===== src/rtl/vga_if.sv =====
// Pixel-side signal bundle of the VGA timing controller: colour select in, syncs and colour out.
interface vga_if;
  logic [1:0] inRGB;
  logic       HSync;
  logic       VSync;
  logic [2:0] RGB;

  modport master (
    input  inRGB,
    output HSync,
    output VSync,
    output RGB
  );

  modport slave (
    output inRGB,
    input  HSync,
    input  VSync,
    input  RGB
  );
endinterface


===== src/rtl/vga_controller.sv =====
// VGA raster timing generator: free-running pixel/line counters with registered
// active-low syncs and a colour-mapped RGB output.
module vga_controller #(
  parameter int H_ACTIVE = 640,
  parameter int H_FP     = 16,
  parameter int H_SYNC   = 96,
  parameter int H_BP     = 48,
  parameter int V_ACTIVE = 480,
  parameter int V_FP     = 10,
  parameter int V_SYNC   = 2,
  parameter int V_BP     = 33
) (
  input  logic clk,
  input  logic rst,
  vga_if.master bus
);

  localparam int H_TOTAL = H_ACTIVE + H_FP + H_SYNC + H_BP;
  localparam int V_TOTAL = V_ACTIVE + V_FP + V_SYNC + V_BP;
  localparam int HW = ($clog2(H_TOTAL) > 10) ? $clog2(H_TOTAL) : 10;
  localparam int VW = ($clog2(V_TOTAL) > 10) ? $clog2(V_TOTAL) : 10;

  localparam logic [HW-1:0] H_LAST     = HW'(H_TOTAL - 1);
  localparam logic [HW-1:0] H_ACT_END  = HW'(H_ACTIVE);
  localparam logic [HW-1:0] HS_FIRST   = HW'(H_ACTIVE + H_FP);
  localparam logic [HW-1:0] HS_LAST    = HW'(H_ACTIVE + H_FP + H_SYNC - 1);
  localparam logic [VW-1:0] V_LAST     = VW'(V_TOTAL - 1);
  localparam logic [VW-1:0] V_ACT_END  = VW'(V_ACTIVE);
  localparam logic [VW-1:0] VS_FIRST   = VW'(V_ACTIVE + V_FP);
  localparam logic [VW-1:0] VS_LAST    = VW'(V_ACTIVE + V_FP + V_SYNC - 1);

  function automatic logic [2:0] map_colour(input logic [1:0] code);
    logic [2:0] colour;
    case (code)
      2'b00:   colour = 3'b000;
      2'b01:   colour = 3'b100;
      2'b10:   colour = 3'b010;
      2'b11:   colour = 3'b111;
      default: colour = 3'b000;
    endcase
    return colour;
  endfunction

  logic [HW-1:0] hcnt_q, hcnt_d;
  logic [VW-1:0] vcnt_q, vcnt_d;
  logic          hsync_q, hsync_d;
  logic          vsync_q, vsync_d;
  logic [2:0]    rgb_q, rgb_d;
  logic          active_s;

  // Next counter position and the pins for the pixel the counters hold now.
  always_comb begin
    hcnt_d   = hcnt_q;
    vcnt_d   = vcnt_q;
    hsync_d  = 1'b1;
    vsync_d  = 1'b1;
    rgb_d    = 3'b000;
    active_s = (hcnt_q < H_ACT_END) && (vcnt_q < V_ACT_END);

    if (hcnt_q == H_LAST) begin
      hcnt_d = '0;
      if (vcnt_q == V_LAST) begin
        vcnt_d = '0;
      end else begin
        vcnt_d = vcnt_q + VW'(1);
      end
    end else begin
      hcnt_d = hcnt_q + HW'(1);
    end

    if ((hcnt_q >= HS_FIRST) && (hcnt_q <= HS_LAST)) begin
      hsync_d = 1'b0;
    end else begin
      hsync_d = 1'b1;
    end

    if ((vcnt_q >= VS_FIRST) && (vcnt_q <= VS_LAST)) begin
      vsync_d = 1'b0;
    end else begin
      vsync_d = 1'b1;
    end

    if (active_s) begin
      rgb_d = map_colour(bus.inRGB);
    end else begin
      rgb_d = 3'b000;
    end
  end

  // Counter and output registers; reset parks the raster at (0,0) with syncs idle.
  always_ff @(posedge clk or posedge rst) begin
    if (rst) begin
      hcnt_q  <= '0;
      vcnt_q  <= '0;
      hsync_q <= 1'b1;
      vsync_q <= 1'b1;
      rgb_q   <= 3'b000;
    end else begin
      hcnt_q  <= hcnt_d;
      vcnt_q  <= vcnt_d;
      hsync_q <= hsync_d;
      vsync_q <= vsync_d;
      rgb_q   <= rgb_d;
    end
  end

  assign bus.HSync = hsync_q;
  assign bus.VSync = vsync_q;
  assign bus.RGB   = rgb_q;

endmodule


===== src/flat_wrapper.sv =====
// flat-port wrapper written by rule: the top's interface ports become plain ports
module vga_controller_flat 
#(
  parameter int H_ACTIVE = 640,
  parameter int H_FP     = 16,
  parameter int H_SYNC   = 96,
  parameter int H_BP     = 48,
  parameter int V_ACTIVE = 480,
  parameter int V_FP     = 10,
  parameter int V_SYNC   = 2,
  parameter int V_BP     = 33
)
  (clk, rst, bus_inRGB, bus_HSync, bus_VSync, bus_RGB);
  vga_if bus_i ();
  input  logic clk;
  input  logic rst;
  input wire logic [$bits(bus_i.inRGB)-1:0] bus_inRGB;
  output wire logic [$bits(bus_i.HSync)-1:0] bus_HSync;
  output wire logic [$bits(bus_i.VSync)-1:0] bus_VSync;
  output wire logic [$bits(bus_i.RGB)-1:0] bus_RGB;
  assign bus_i.inRGB = bus_inRGB;
  assign bus_HSync = bus_i.HSync;
  assign bus_VSync = bus_i.VSync;
  assign bus_RGB = bus_i.RGB;
  vga_controller #(.H_ACTIVE(H_ACTIVE), .H_FP(H_FP), .H_SYNC(H_SYNC), .H_BP(H_BP), .V_ACTIVE(V_ACTIVE), .V_FP(V_FP), .V_SYNC(V_SYNC), .V_BP(V_BP)) u_core (.clk(clk), .rst(rst), .bus(bus_i));
endmodule

===== config.mk =====
export PLATFORM = sky130hd
export DESIGN_NAME = vga_controller_flat
export DESIGN_NICKNAME = d
export VERILOG_FILES = /design/src/rtl/vga_if.sv /design/src/rtl/vga_controller.sv /design/src/flat_wrapper.sv
export SDC_FILE = /design/constraint.sdc
export NUM_CORES = 1
export LEC_CHECK = 0
export BUFFER_PORTS_ARGS = -buffer_cell sky130_fd_sc_hd__buf_2
export CORE_UTILIZATION = 45
export CTS_CLUSTER_DIAMETER = 150
export CTS_CLUSTER_SIZE = 8
export DETAILED_ROUTE_END_ITERATION = 12
export PLACE_DENSITY = 0.66
export RECOVER_POWER = 25
export SLEW_MARGIN = 40
export SYNTH_ARGS = -nofsm -noshare
export SYNTH_HDL_FRONTEND = slang
export SYNTH_SLANG_ARGS = --single-unit

===== constraint.sdc =====
create_clock -name clk -period 1.95 [get_ports clk]
set_input_delay 0.4875 -clock clk [delete_from_list [all_inputs] [get_ports clk]]
set_output_delay 0.4875 -clock clk [all_outputs]
set_load 0.01 [all_outputs]

==> flow_results.org, run 1 <==
** Run status
- The run finished with clean final reports.

** Pwr
- P per Cell Area :: slightly below 600 mW/mm^2
- For this design the static power due to leakage is about 0.00064 uW.
- Worst IR drop on VDD :: 0.4099 mV

** Finish
- Leading cell type in the layout, fill and taps excluded :: dfrtp_1
- Area growth syn-to-layout :: 7.897%
- 0 antenna diodes ended up in the layout.
- Total non-filler cell area in the finished layout :: 0.001316 sq mm
- Fraction of final layout cells sized beyond drive strength 1 :: 0.1318
- The final layout contains about 140 nets.
- Leaving out fill and tap cells, the most frequent cells in the layout are dfrtp_1 (23), nand3_1 (10), nand2_1 (9).

** Floorplan
- DIE HEIGHT :: 54.07 um
- Horizontal die dimension :: about 54 um
- The die covers about 0.0029 sq mm.
- In this run the core area contains 18 standard-cell rows.
- Core outline area :: about 0.0025 sq mm
- I/O pin cnt :: 9
- For this configuration, the core starts out at a cell density of 0.4836.

** Placement
- The HPWL after detailed placement is ~1600 um.
- During placement, the flow inserted port buffers numbering 8.
- The placed instances occupy a cell area of about 0.0013 sq mm.
- The congestion estimate from routability-driven global placement came to just over 0.9.

** Drt
- Number of remaining DRC errors :: 0
- Number of nets still failing antenna checks after routing :: 0
- For this block, the routed nets add up to around 2200 um of wire.
- Vias post-DR :: around 880
- Number of vias per cell :: between 5 and 6
- Dividing the detail-routed wire length by the instance count gives 13.53 um.
- The detailed router finished its first iteration with 29 violations.
- For this run, the detailed router's first-pass iteration total came to 4.

** Timing
- Worst-case headroom to the max-slew limit :: 0.5375
- The number of hold violations in the final report is 0.
- Worst hold slack across all endpoints :: approximately 140 ps
- Minimum clock period :: 1782 ps
- Across the routed clock network, the largest skew measured is between 3 and 4 ps.
- Max Fclk :: 561.0 MHz
- Sum of negative setup slack :: 0 ps
- The count of pins over their slew limit is 0.
- Worst Tran Pin Value :: about 690 ps
- Endpoints failing setup :: 0
- Setup repair after global routing left no endpoint under its margin.
- Of the available clock period, the critical path in the final layout requires 0.9141.

** Logic synthesis
- The synthesized design contains 0 enable-type register cells.
- The Yosys step of the flow raised 0 warnings.
- Net count after synthesis :: between 100 and 150
- Ranked by total cell area, the synthesized netlist is headed by dfrtp_1 (47%), dfstp_2 (4.3%), xnor2_1 (4.3%).
- #FFs+latches synth :: 25
- Among all flip-flop cells after synthesis, the most frequent one is dfrtp_1.
- The synthesized netlist occupies a cell area of approximately 0.0012 sq mm.
- Average footprint of a synthesized cell :: 10.52 sq um
- Of the post-synthesis cell area, the dominant cell type holds 0.4718.
- Ys async rst share :: 1.000
- Number of instances in the synthesized netlist :: 116
- Yosys mapped the design onto 32 distinct sky130hd cell types.
- The share of the Yosys chip area taken by registers is 0.5149.
- Biggest area consumer among synthesized cells :: dfrtp_1

** Critical path
- Data arrives at the worst endpoint at about 2000 ps.
- Startpoint type of the worst setup path :: flop
- The setup path with the least slack is of type reg2reg.
- Required time worst endpoint :: around 2200 ps
- The worst register-to-register path has a depth of 6.
- In this run the worst path has a maximum fanout of 8.
- Critical path endpoint category :: flop

** Clock tree
- Worst-case clock buffer depth :: 2
- Cts bufs inserted :: 3
- Max H-tree Level :: 1
- Root buffer cell :: clkbuf_4
- CTS saw 25 sinks.
- In this run the post-CTS setup repair buffer count came out at 0.
- Post-CTS repair changed the size of 0 cells.
- TritonCTS clock tree :: yes
- Clock-pin slew was measured on the worst setup and hold paths at about 130 ps.
- # hold bufs at CTS :: 0
- At the later pin of the worst-skew pair, clock insertion delay measures between 300 and 400 ps.

** Global route
- Wire length of the first global-routing pass :: between 3000 and 4000 um
- In the global route stage, overall resource usage came out at 0.1737.
- Initial antenna violation count :: 0
- Number of global-route vias before repair :: slightly above 800
- For this run the aggregate overflow at the end of global routing stands at 0.
- Maximum number of pins on one net before global-route repair :: 14

** Worst hold path
- Hold Crit Class :: in2async

** Flow run
- Max-Cap Viols :: 0
metal layers:
layer	up-vias	wire length, um	GRT usage
met2	24	988	0.2716
met3	5	77	0.03390
met4	0	56	0.1068
met1	414	1031	0.2188
met5	-	0	0
li1	433	-	-
area by class of cell:
class,instances,area [sq um]
Multi-Input combinational cell,82,539.3
Clock buffer,4,26.28
Timing Repair Buffer,11,58.81
Fill cell,227,1206
Sequential cell,25,628.1
Inverter,7,26.28
Tap cell,30,37.54
state kept, by name (all words and copies together) (netlist names):
signal            count
u_core.hcnt_q        10
u_core.vcnt_q        10
u_core.bus.RGB        3
u_core.bus.HSync      1
u_core.bus.VSync      1
cells in the mapped netlist (3+ instances only):
master,instances
dfrtp_1,23
nand3_1,10
nand2_1,9
inv_1,7
nor2_1,7
nand4_1,6
xnor2_1,6
and2_1,4
and3_1,4
ha_1,4
xor2_1,4
a31oi_1,3
nor3_1,3
o21ai_0,3
o21ai_1,3
worst max-delay path, cell delays in order (launching register included):
cell and delay [ps]:
dfrtp_1 430, ha_1 220, and3_4 220, and4b_1 360
buf_4 220, nand4_4 100, mux2i_1 130
per-stage QoR:
stage | worst slack [ps] | power, uW | instances | util
CTS | 166.1 | 795.6 | 159 | 0.5283
floorplan | 439.8 | 543.7 | 116 | -
finish | 167.6 | 778.0 | 159 | 0.5218
global route | 22.75 | 809.8 | 159 | 0.5218
global placement | 251.3 | 557.1 | 155 | 0.5179
detailed placement | 199.2 | 557.6 | 155 | 0.5179
power breakdown:
group | total, uW | internal (uW) | switching, uW
Sequential | 522 | 522 | 0.542
Clock | 236 | 80.3 | 155
Combinational | 20.2 | 6.24 | 14.0
Total | 778 | 608 | 170
path summary, 6_finish.rpt:
check | to | slack, ps | from
worst min register to register | u_core.hcnt_q[0] | 510 | u_core.hcnt_q[0]
worst min-delay path | u_core.bus.RGB[1] | 140 | rst
max in group asynchronous | u_core.vcnt_q[1] | 840 | rst
worst max-delay path | u_core.vcnt_q[4] | 170 | u_core.hcnt_q[0]
min in group clk | u_core.bus.RGB[1] | 370 | bus_inRGB[1]
worst max register to register | u_core.vcnt_q[4] | 170 | u_core.hcnt_q[0]
logic make-up (layout without fill, tap and decap cells):
group / after synthesis / count (layout) / share of synthesized area
simple gates: 55 / 55 / 0.2656
flops: 25 / 25 / 0.5149
compound gates: 12 / 12 / 0.05538
xor+xnor: 10 / 10 / 0.07179
buf+inv: 9 / 22 / 0.04308
fa+ha+maj: 4 / 4 / 0.04103
mux: 1 / 1 / 0.008205
(Power assumes the default switching activity.)
==> inputs of run 2 (changes only) <==
Settings changed: CORE_ASPECT_RATIO set to 1.75.
==> run 2 against run 1 <==
Global-route usage is 1.3 points higher. Combinational power hardly changed. Sequential cell count stayed put. Fmax is 7.6% higher. Cell count is 2.5% lower. Non-clock buffer count stayed put. Sequential share of layout area is 0.63 points lower. First-iteration DRC count is 55% lower. Power is 9.4% higher. Core utilization is 0.69 points higher. Clock skew is 1.8 ps lower. Critical path type unchanged.
==> flow_results.org, run 2 (synthesis gave the netlist of run 1 again) <==
** Finish
- The library cell used most frequently in the layout, excluding fill and tap cells, is dfrtp_1.
- The sequential cells in the finished layout cover a total of between 600 and 700 sq um.
- The number of antenna diodes in the final layout is 0.
- Leaving out filler cells and counting taps, the final layout contains about 160.
- Fraction of final layout cells sized beyond drive strength 1 :: 0.1395
- Area growth syn-to-layout :: 9.333%
- Number of nets in the finished design :: 138
- The library cells used most frequently in the layout, excluding fill and tap cells, are dfrtp_1 (23), nand3_1 (10), nand2_1 (9).
- Layout fillers :: 244
- In the final layout, the multi-input gates occupy between 500 and 600 sq um.

** Run status
- The flow ran to the end, and the final reports show no timing, DRC or antenna violations.

** Placement
- Routability-driven placement finished with a final weighted congestion of around 0.8.
- Detailed Place HPWL :: between 1500 and 2000 um
- Pre-CTS setup slack :: 312.7 ps
- After detailed placement, the design holds a cell count of around 150.
- In this run the tool buffered the top-level ports with 8 buffer cells.

** Worst hold path
- The worst hold path begins at bus_inRGB[1].
- End point of the most critical hold path :: u_core.bus.RGB[1]
- In this run the worst hold path is classified as in2reg.
- The worst hold path was traced through 2 stages.

** Timing
- Max-slew violation count :: 0
- After routing, the total negative slack on setup checks comes to 0 ps.
- Number of endpoints with negative hold slack in the final report :: 0
- The routed design could run at a clock period as short as approximately 1700 ps.
- Max Fclk :: just over 600 MHz
- Worst clock skew on the final layout :: 2.146 ps
- RSZ-0062 raised after global routing :: no
- Endpoints failing setup :: 0
- Final worst path period share :: 0.8496
- For the pin with the worst max-slew slack, the measured transition is roughly 1300 ps.
- Final worst-path setup slack :: ~290 ps
- Worst-case headroom to the max-slew limit :: 0.1140

** Critical path
- The slowest stage of the critical path is the dfrtp_1 cell.
- The worst setup path is captured at a flop.
- CP arrival :: between 1500 and 2000 ps
- The largest single stage delay on the critical path is around 420 ps.
- Grouping stages by cell kind, the critical path spends the most delay in simple AND/OR/NAND/NOR gates.
- The worst register-to-register path ends at u_core.vcnt_q[8].
- In this run the critical register-to-register path is launched from u_core.hcnt_q[0].
- Required time worst endpoint :: 2110 ps
- Worst R2R Setup Slack :: about 290 ps
- Worst-path fanout max :: 10
- Count of buffer and inverter cells on the critical path :: 1
- Sequence of cells on the critical path :: ha_1 -> and3_4 -> and4b_1 -> buf_4 -> nand4_1 -> xnor2_1
- Startpoint type of the worst setup path :: flop
- Type of the setup path with the least slack :: reg2reg
- Measured in cells, the most critical reg-to-reg path has a length of 6.

** Clock tree
- Worst-case clock buffer depth :: 2
- After clock tree synthesis, the repair step resized 0 gates.
- After clock tree synthesis, the clock-pin slew on the worst setup and hold paths is roughly 90 ps.
- Cts bufs inserted :: 3
- Post-CTS setup repair buffer count :: 0
- The tree is rooted in a clkbuf_8.
- In this run the number of H-tree levels came out at 1.
- TritonCTS built the clock tree.
- At the later pin of the worst-skew pair, clock insertion delay measures 270 ps.
- Counting every sink on the clock net gives 25.
- # hold bufs at CTS :: 0

** Drt
- For this run, the detailed router's first-pass iteration total came to 4.
- In the routed layout, each cell is associated on average with a via count of 5.710.
- Number of nets still failing antenna checks after routing :: 0
- Vias post-DR :: 885
- In the final routed layout, each cell accounts on average for between 10 and 15 um.
- Number of remaining DRC errors :: 0
- Total wirelength of the detailed-routed design :: ~2200 um
- For this block, the initial DRC count from the detailed router was 13.

** Floorplan
- Horizontal die dimension :: 41.36 um
- Core outline area :: 0.002522 sq mm
- DIE HEIGHT :: a little over 70 um
- Std cell rows :: 24
- Die Area :: 0.002931 sq mm
- I/O pin cnt :: 9
- The initial utilization of the core area, before any placement, comes to 0.4836.

** Global route
- The initial antenna violation count was 0.
- Grt total ovfl :: 0
- Across every metal layer, demand over resource in global routing totals 0.1866.
- Entering global routing, the biggest net connects 26 pins.
- Number of global-route vias before repair :: just under 900
- The first global-routing pass estimated 3795 um of wire.

** Pwr
- For this design the ratio of total power to cell area is roughly 640 mW/mm^2.
- VDD sags by at most 0.4303 mV.
- Static Leakage :: 0.0006437 uW
- Total Power :: between 800 and 900 uW

** Flow run
- The tool flagged a number of max-cap violations equal to 0.
==> run 2: cell count changes in the layout (fill, tap and decap cells not counted) <==
cell / previous run / this run
clkbuf_4: 3 / 0
clkbuf_1: 2 / 1
clkinvlp_4: 0 / 1
clkbuf_8: 0 / 3
==> run 2: per-stage QoR <==
step | utilization | hold slack, ps | area (sq um)
floorplan | - | 468.7 | 1220
global placement | 0.5109 | 481.3 | 1289
detailed placement | 0.5109 | 498.9 | 1289
CTS | 0.5303 | 254.7 | 1338
global route | 0.5288 | 440.4 | 1334
finish | 0.5288 | 441.0 | 1334
==> run 2: layout make-up <==
class / instances / area share
Clock inverter: 1 / 0.005629
Multi-Input combinational cell: 82 / 0.4043
Timing Repair Buffer: 11 / 0.04409
Sequential cell: 25 / 0.4709
Tap cell: 26 / 0.02439
Inverter: 7 / 0.01970
Clock buffer: 3 / 0.03096
==> run 2: how the worst max path moves through the flow <==
stage / from / end / slack [ps] / depth (start not counted)
2_1_floorplan: u_core.hcnt_q[0] / u_core.vcnt_q[0] / 440 / 7
3_3_place_gp: u_core.hcnt_q[0] / u_core.vcnt_q[6] / 390 / 6
3_5_place_dp: u_core.hcnt_q[0] / u_core.vcnt_q[8] / 310 / 6
4_1_cts: u_core.hcnt_q[0] / u_core.vcnt_q[8] / 300 / 6
5_1_grt: u_core.vcnt_q[1] / u_core.vcnt_q[9] / 140 / 6
6_report: u_core.hcnt_q[0] / u_core.vcnt_q[8] / 290 / 6
==> run 2: worst reg2reg max path, delay by kind of cell, from the launching register on <==
family                     cells  cell delay (ps)
and+or+nand+nor                3              580
xor gates and xnor gates       1              160
DFF                            1              420
adders and majority gates      1              220
buffers and inverters          1              180
==> run 2: where the power goes <==
group | switching, uW | total, uW | internal, uW
Sequential | 0.615 | 522 | 521
Clock | 164 | 309 | 145
Combinational | 14.2 | 20.4 | 6.23
Total | 179 | 851 | 672
==> run 2: metal layers <==
layer / GRT usage / part of all wire
met3: 0.01881 / 0.022
met2: 0.3229 / 0.56
met1: 0.2037 / 0.39
met4: 0.09677 / 0.023
met5: 0 / 0
